## config.mk

```make
export PLATFORM = sky130hd
export DESIGN_NAME = output_buffer_load_ctrl_flat
export DESIGN_NICKNAME = d
export VERILOG_FILES = /design/src/rtl/output_buffer_load_ctrl_if.sv /design/src/rtl/output_buffer_load_ctrl.sv /design/src/flat_wrapper.sv
export SDC_FILE = /design/constraint.sdc
export NUM_CORES = 1
export LEC_CHECK = 0
export ABC_AREA = 1
export CAP_MARGIN = 20
export CORE_MARGIN = 5
export CORE_UTILIZATION = 30
export CTS_CLUSTER_DIAMETER = 30
export CTS_CLUSTER_SIZE = 10
export DETAILED_ROUTE_END_ITERATION = 10
export SYNTH_ARGS = -nofsm -noshare
export SYNTH_HDL_FRONTEND = slang
export SYNTH_SLANG_ARGS = --single-unit
```

## constraint.sdc

```tcl
create_clock -name clk_i -period 3.7 [get_ports clk_i]
set_input_delay 0.74 -clock clk_i [delete_from_list [all_inputs] [get_ports clk_i]]
set_output_delay 0.74 -clock clk_i [all_outputs]
set_load 0.01 [all_outputs]
```

## src/rtl/output_buffer_load_ctrl_if.sv

```systemverilog
// Load/stream bundle between the output-buffer load controller and its neighbours.
// OUT_LOAD_TAG_EN adds the per-word group tag rtag_o.
interface output_buffer_load_ctrl_if;
  logic        start_i;
  logic [2:0]  before_load_mode_i;
  logic        load_en_o;
  logic [4:0]  load_cnt_o;
  logic [31:0] output_buffer_i;
  logic [31:0] rdata_o;
  logic        rvalid_o;
  logic        rready_i;
  logic        busy_o;
  logic        done_o;
  logic        err_o;
`ifdef OUT_LOAD_TAG_EN
  logic [4:0]  rtag_o;
`endif

  modport master (
`ifdef OUT_LOAD_TAG_EN
    output rtag_o,
`endif
    input  start_i, before_load_mode_i, output_buffer_i, rready_i,
    output load_en_o, load_cnt_o, rdata_o, rvalid_o, busy_o, done_o, err_o
  );

  modport slave (
`ifdef OUT_LOAD_TAG_EN
    input  rtag_o,
`endif
    output start_i, before_load_mode_i, output_buffer_i, rready_i,
    input  load_en_o, load_cnt_o, rdata_o, rvalid_o, busy_o, done_o, err_o
  );
endinterface

```

## src/rtl/output_buffer_load_ctrl.sv

```systemverilog
// Pulls 1 or 32 words out of the PIM output buffer into a small FIFO and streams them
// to the bus. Optional feature macro: OUT_LOAD_TAG_EN (adds rtag_o group index per word).
module output_buffer_load_ctrl #(
  parameter int FIFO_DEPTH = 4
) (
  input  logic                         clk_i,
  input  logic                         rst_ni,
  output_buffer_load_ctrl_if.master    bus
);
  localparam int AW = $clog2(FIFO_DEPTH);
  localparam logic [AW:0] FULL = (AW+1)'(FIFO_DEPTH);
  localparam logic [AW:0] ONE  = (AW+1)'(1);
  localparam logic [2:0] MODE_READ = 3'b011;
  localparam logic [2:0] MODE_PAR  = 3'b101;
  localparam logic [2:0] MODE_RBR  = 3'b110;
`ifdef OUT_LOAD_TAG_EN
  localparam int W = 37;
`else
  localparam int W = 32;
`endif

  typedef enum logic [1:0] {IDLE, LOAD, DRAIN} state_t;

  state_t        state;
  logic [W-1:0]  mem [FIFO_DEPTH];
  logic [AW-1:0] wr_ptr, rd_ptr;
  logic [AW:0]   count;
  logic [5:0]    words_left;
  logic [4:0]    load_cnt;
  logic          done_q, err_q;
  logic          push, pop, rvalid, mode_ok;
  logic [W-1:0]  wr_word, head;

  assign mode_ok = (bus.before_load_mode_i == MODE_READ) ||
                   (bus.before_load_mode_i == MODE_PAR)  ||
                   (bus.before_load_mode_i == MODE_RBR);
  // Request only on free space; a same-cycle pop does not open a slot for the request.
  assign push    = (state == LOAD) && (count != FULL);
  assign rvalid  = (count != '0);
  assign pop     = rvalid && bus.rready_i;
  assign head    = mem[rd_ptr];

`ifdef OUT_LOAD_TAG_EN
  logic is_read;
  // ~load_cnt is the group index (31 - load_cnt).
  assign wr_word    = {(is_read ? 5'd0 : ~load_cnt), bus.output_buffer_i};
  assign bus.rtag_o = rvalid ? head[36:32] : 5'd0;
`else
  assign wr_word    = bus.output_buffer_i;
`endif

  assign bus.load_en_o  = push;
  assign bus.load_cnt_o = load_cnt;
  assign bus.rdata_o    = rvalid ? head[31:0] : 32'd0;
  assign bus.rvalid_o   = rvalid;
  assign bus.busy_o     = (state != IDLE);
  assign bus.done_o     = done_q;
  assign bus.err_o      = err_q;

  always_ff @(posedge clk_i) begin
    if (push) mem[wr_ptr] <= wr_word;
  end

  always_ff @(posedge clk_i) begin
    if (!rst_ni) begin
      state      <= IDLE;
      load_cnt   <= 5'd31;
      words_left <= 6'd0;
      done_q     <= 1'b0;
      err_q      <= 1'b0;
      wr_ptr     <= '0;
      rd_ptr     <= '0;
      count      <= '0;
`ifdef OUT_LOAD_TAG_EN
      is_read    <= 1'b0;
`endif
    end else begin
      done_q <= 1'b0;
      err_q  <= 1'b0;
      if (push) wr_ptr <= wr_ptr + 1'b1;
      if (pop)  rd_ptr <= rd_ptr + 1'b1;
      if (push && !pop)      count <= count + 1'b1;
      else if (!push && pop) count <= count - 1'b1;

      case (state)
        IDLE: begin
          load_cnt <= 5'd31;
          if (bus.start_i) begin
            if (mode_ok) begin
              state      <= LOAD;
              words_left <= (bus.before_load_mode_i == MODE_READ) ? 6'd1 : 6'd32;
`ifdef OUT_LOAD_TAG_EN
              is_read    <= (bus.before_load_mode_i == MODE_READ);
`endif
            end else begin
              err_q <= 1'b1;
            end
          end
        end
        LOAD: begin
          if (push) begin
            // Saturate at group 31 so the index never wraps back to 31 mid-sequence.
            if (load_cnt != 5'd0) load_cnt <= load_cnt - 1'b1;
            words_left <= words_left - 1'b1;
            if (words_left == 6'd1) state <= DRAIN;
          end
        end
        DRAIN: begin
          if (pop && count == ONE) begin
            state    <= IDLE;
            done_q   <= 1'b1;
            load_cnt <= 5'd31;
          end
        end
        default: state <= IDLE;
      endcase
    end
  end
endmodule

```

## src/flat_wrapper.sv

```systemverilog
// flat-port wrapper written by rule: the top's interface ports become plain ports
module output_buffer_load_ctrl_flat 
#(
  parameter int FIFO_DEPTH = 4
)
  (clk_i, rst_ni, bus_start_i, bus_before_load_mode_i, bus_output_buffer_i, bus_rready_i, bus_load_en_o, bus_load_cnt_o, bus_rdata_o, bus_rvalid_o, bus_busy_o, bus_done_o, bus_err_o);
  output_buffer_load_ctrl_if bus_i ();
  input  logic clk_i;
  input  logic rst_ni;
  input wire logic [$bits(bus_i.start_i)-1:0] bus_start_i;
  input wire logic [$bits(bus_i.before_load_mode_i)-1:0] bus_before_load_mode_i;
  input wire logic [$bits(bus_i.output_buffer_i)-1:0] bus_output_buffer_i;
  input wire logic [$bits(bus_i.rready_i)-1:0] bus_rready_i;
  output wire logic [$bits(bus_i.load_en_o)-1:0] bus_load_en_o;
  output wire logic [$bits(bus_i.load_cnt_o)-1:0] bus_load_cnt_o;
  output wire logic [$bits(bus_i.rdata_o)-1:0] bus_rdata_o;
  output wire logic [$bits(bus_i.rvalid_o)-1:0] bus_rvalid_o;
  output wire logic [$bits(bus_i.busy_o)-1:0] bus_busy_o;
  output wire logic [$bits(bus_i.done_o)-1:0] bus_done_o;
  output wire logic [$bits(bus_i.err_o)-1:0] bus_err_o;
  assign bus_i.start_i = bus_start_i;
  assign bus_i.before_load_mode_i = bus_before_load_mode_i;
  assign bus_i.output_buffer_i = bus_output_buffer_i;
  assign bus_i.rready_i = bus_rready_i;
  assign bus_load_en_o = bus_i.load_en_o;
  assign bus_load_cnt_o = bus_i.load_cnt_o;
  assign bus_rdata_o = bus_i.rdata_o;
  assign bus_rvalid_o = bus_i.rvalid_o;
  assign bus_busy_o = bus_i.busy_o;
  assign bus_done_o = bus_i.done_o;
  assign bus_err_o = bus_i.err_o;
  output_buffer_load_ctrl #(.FIFO_DEPTH(FIFO_DEPTH)) u_core (.clk_i(clk_i), .rst_ni(rst_ni), .bus(bus_i));
endmodule
```

==> Word-level counts from Yosys, hierarchy flattened <==
Memory sizes are Yosys's and may differ from the RTL's. A register that Yosys moved wholly into a read port is not among the register bits.
Index checks and enable logic that the tools add are counted.
{ "word_totals": {"latchBits": 0, "rom_bits": 0, "wordCells": 74, "mem_bits_rw": 128, "n_memories": 1, "regBits": 22, "output_inout_bits": 42} }
{ "op_classes": {"multipliers": 0, "bitwise_logic": 0, "magnitude_cmp": 0, "n_addsub": 6, "div": 0, "shifts": 0, "n_eq_ne": 14, "reduce_logical": 21, "mux": 24} }
{ "mem_list": {"columns": ["name", "depth", "word_bits", "read_ports", "rd_ports_with_merged_regs", "write_ports", "line_no", "rtl"], "rows": [
  ["u_core.mem", 4, 32, 1, 1, 1, "output_buffer_load_ctrl.sv:25", "logic [W-1:0] mem [FIFO_DEPTH];"]
]} }
{ "op_table": {"columns": ["operator", "n"], "rows": [
  ["32-bit 2-to-1 mux", 1],
  ["6-bit 2-to-1 mux", 4],
  ["5-bit 2-to-1 mux", 3],
  ["5-bit one-hot mux with 3 select lines", 1],
  ["2-bit 2-to-1 mux", 7],
  ["6-bit one-hot mux with 2 select lines", 1],
  ["4-bit AND reduction", 2],
  ["3-bit == test, second input constant", 2],
  ["6-bit by 1-bit == test with 1-bit output, second input constant", 1],
  ["3-bit 2-to-1 mux", 2],
  ["2-bit by 1-bit inequality test with 1-bit output, second input constant", 3],
  ["2-bit inequality test, second input constant", 3],
  ["2-bit one-hot mux with 3 select lines", 1],
  ["2-bit nonzero test", 3],
  ["3-bit nonzero test", 2],
  ["6-bit by 1-bit subtractor with 6-bit output, second input constant", 1],
  ["1-bit logical AND", 5],
  ["5-bit AND reduction", 1],
  ["5-bit nonzero test", 1],
  ["5-bit by 1-bit subtractor with 5-bit output, second input constant", 1],
  ["2-bit by 1-bit adder with 2-bit output, second input constant", 2],
  ["1-bit 2-to-1 mux", 4],
  ["3-bit by 1-bit adder with 3-bit output, second input constant", 1],
  ["3-bit by 1-bit == test with 1-bit output, second input constant", 1],
  ["10 further kinds", 12]
]} }

==> Depth between registers and ports, before layout <==
{ "depth": {"ltp_word": 6, "mapped_depth": 12, "depth_no_buf": 12} }

==> Worst setup path before layout <==
OpenSTA, ideal clock, no wires.
{ "synth_path": {"kind": "reg2reg", "start": "reg u_core.count[0]", "end": "mem u_core.mem[0][0] (enable)", "setup_ns": 0.421, "stages_incl_launch_ff": 6, "period_less_slack_ns": 2.668, "n_path_buf": 0, "arrival_ns": 2.247, "path_slack_ns": 1.032, "path_cell_list": "dfxtp_1 -> inv_1 -> ha_1 -> nand2_1 -> nand2_2 -> nor2_1"} }
{ "synth_between": {"elab_chain_cells": 4} }
{ "synth_lines": {"columns": ["item", "line_no", "rtl"], "rows": [
  ["from (decl)", "output_buffer_load_ctrl.sv:27", "logic [AW:0] count;"],
  ["from (signal assigned)", "output_buffer_load_ctrl.sv:82", "if (push && !pop) count <= count + 1'b1;"],
  ["from (signal assigned)", "output_buffer_load_ctrl.sv:83", "else if (!push && pop) count <= count - 1'b1;"],
  ["3-bit inequality test", "output_buffer_load_ctrl.sv:38", "assign push = (state == LOAD) && (count != FULL);"],
  ["1-bit logical AND", "output_buffer_load_ctrl.sv:38", null],
  ["1-bit 2-to-1 mux", "output_buffer_load_ctrl.sv:61", "if (push) mem[wr_ptr] <= wr_word;"],
  ["1-bit 2-to-1 mux (not written as such)", "output_buffer_load_ctrl.sv:61", null],
  ["to (decl)", "output_buffer_load_ctrl.sv:25", null]
]} }
Every way passes these cells.

==> reports/results.ini <==
[cts]
ctsResizeCount=0
cts_sinks=152
cts_max_level=4
insertion_delay_ns=0.42
cts_hold_buf=0
cts.path.max_buffers=2
post_cts_buffers=0
numCtsBuffers=17
cts_tree=built
cts_root_buffer=clkbuf_16
cts.clk_slew.worst_paths_ns=0.06

[status]
status=completed

[setup_path]
cp_data_required_time_ns=2.96
cp_max_fo=40
cp-start-kind=flip-flop
worstPathArrival_ns=2.67
worst-setup-path-type=reg2out
cp-end-kind=primary output

[grt]
antenna_found_initial=0
overflow=0
grt_pass1_vias=4160
grt_pass1_wl_microns=22300
grt_max_degree=41
track_usage_pct=12.0

[die]
row_count=53
die_area_sq_um=23900
die_x_microns=155
start_util_pct=30.2
die_h_microns=155
core_sq_um=20800
ioPinCount=81

[timing]
period_needed_ns=3.41
worst_pin_slew_ns=0.828
rsz0062_at_grt=no
fin_crit_sh_pct=92.1
finalSetupViolCount=0
finClkSkew_ns=0.00936
report.final.slew_viol_count=0
hold_viol=0
slew_headroom_pct=44.6
max_freq_ghz=0.294
fin_setup_tns_ns=0

[yosys]
synth-edff-count=128
synth_fp_nets=623
seq_area_frac_synth_pct=68.8
postSynthCellCount=572
async_flop_share_pct=0
ys_ff_latch=152
netlist-cell-type-count=27
yosys_warnings=0
synth_area_sq_um=6280
synthFlopType=edfxtp_1
syn_avg_cell_area_sq_um=11.0

[finish]
register_area_sq_um=4330
area_growth_pct=27.5
drive_gt1_share_pct=8.64
layout_common_cells=146 x nor2_1, 128 x edfxtp_1, 80 x clkdlybuf4s50_1
mostFrequentLayoutCell=nor2_1
design_area_sq_um=8010
num-fill-cells=2032
multiInputGateArea_sq_um=1760
nets=709
diodes=0

[routing]
ant_nets=0
drtIter0Drc=318
drcViolationCount=0
dr.pass1.iters=4
viasPerCell=4.50
wl_microns=14200
vias=4257
wl_per_cell_microns=15.0

[placement]
place_hpwl_microns=9010
dpl_cell_area_sq_um=7440
port_buffers=80
place_congestion=0.776

[pwr]
p_leak_nw=2.87
ir_worst_vdd_mv=0.247
p_per_area_nw_per_um2=735

[flow_run]
drv_cap=0

[min_path]
hold_path_class=reg2reg

sequential cells by signal, summed over array words and instances, names as in the netlist, named ones only:
signal	flops
u_core.words_left	6
u_core.bus.load_cnt_o	5
u_core.wr_ptr	2
u_core.count	3
u_core.bus.done_o	1
u_core.rd_ptr	2
u_core.bus.err_o	1
u_core.state	2
u_core.mem	128
layer usage:
| metal | vias to the layer above | wire length, microns | track usage, % |
|---|---|---|---|
| met1 | 2016 | 6080 | 14.3 |
| met5 | - | 0 | 0 |
| li1 | 2156 | - | - |
| met2 | 73 | 7430 | 21.3 |
| met4 | 0 | 187 | 3.91 |
| met3 | 12 | 525 | 2.94 |
kinds of logic after synthesis:
| group | synth area share, % |
|---|---|
| adders and majority gates | 2.39 |
| DFF | 68.8 |
| buffers and inverters | 3.84 |
| xor gates and xnor gates | 0.418 |
| and+or+nand+nor | 14.9 |
| AOI/OAI and AO/OA | 9.64 |
cells in the mapped netlist, types with 7 or more instances:
master    instances  area (sq um)
nor2_1          151           567
edfxtp_1        128          3840
o21ai_0          70           350
a21oi_1          49           245
nand2_1          36           135
inv_1            32           120
dfxtp_1          24           480
nand3_1          17          85.1
clkbuf_1         16          60.1
ha_1             12           150
nand4_1           8          50.1
buf_2             7          35.0
path summary, 6_finish.rpt:
path	start	endpoint	slack, ns	depth (start not counted)
worst max-delay path	flip-flop	bus_rdata_o[1]	0.29	6
worst min-delay path	u_core.rd_ptr[0]$_SDFFE_PN0P_	flip-flop	0.47	1
worst max register to register	u_core.count[0]$_SDFFE_PN0P_	u_core.mem[3][20]$_DFFE_PP_	1.32	6
worst min register to register	u_core.rd_ptr[0]$_SDFFE_PN0P_	flip-flop	0.47	1
power breakdown:
part           switching [mW]  total, mW  internal [mW]
Combinational            1.16       2.03          0.870
Sequential              0.119       2.20           2.08
Clock                   0.706       1.65          0.942
stage by stage:
| stage | cells | power (mW) | setup WS, ns | hold WS, ns | utilization [%] |
|---|---|---|---|---|---|
| after floorplan | 572 | 3.30 | 1.03 | 0.444 | - |
| after global placement | 914 | 4.31 | 0.701 | 0.462 | 35.8 |
| final | 946 | 5.88 | 0.294 | 0.467 | 38.5 |
| after detailed placement | 914 | 4.32 | 0.680 | 0.461 | 35.8 |
| after CTS | 946 | 5.98 | 0.213 | 0.470 | 38.5 |
| after global routing | 946 | 6.27 | 0.0727 | 0.490 | 38.5 |
cell type report:
class / count / area share, %
timing repair buffer: 91 / 11.0
clock inverter: 15 / 1.75
multi-input combinational: 360 / 21.9
tap: 275 / 4.30
inverter: 36 / 1.69
clock buffer: 17 / 5.31
sequential: 152 / 54.0
worst max-delay path: stages, from the launching register on:
cell	delay, ns
dfxtp_2	0.64
buf_4	0.48
nor2_1	0.09
nor2_1	0.09
o21ai_0	0.08
a21oi_1	0.27
clkdlybuf4s50_1	0.59
(Power assumes the default switching activity.)
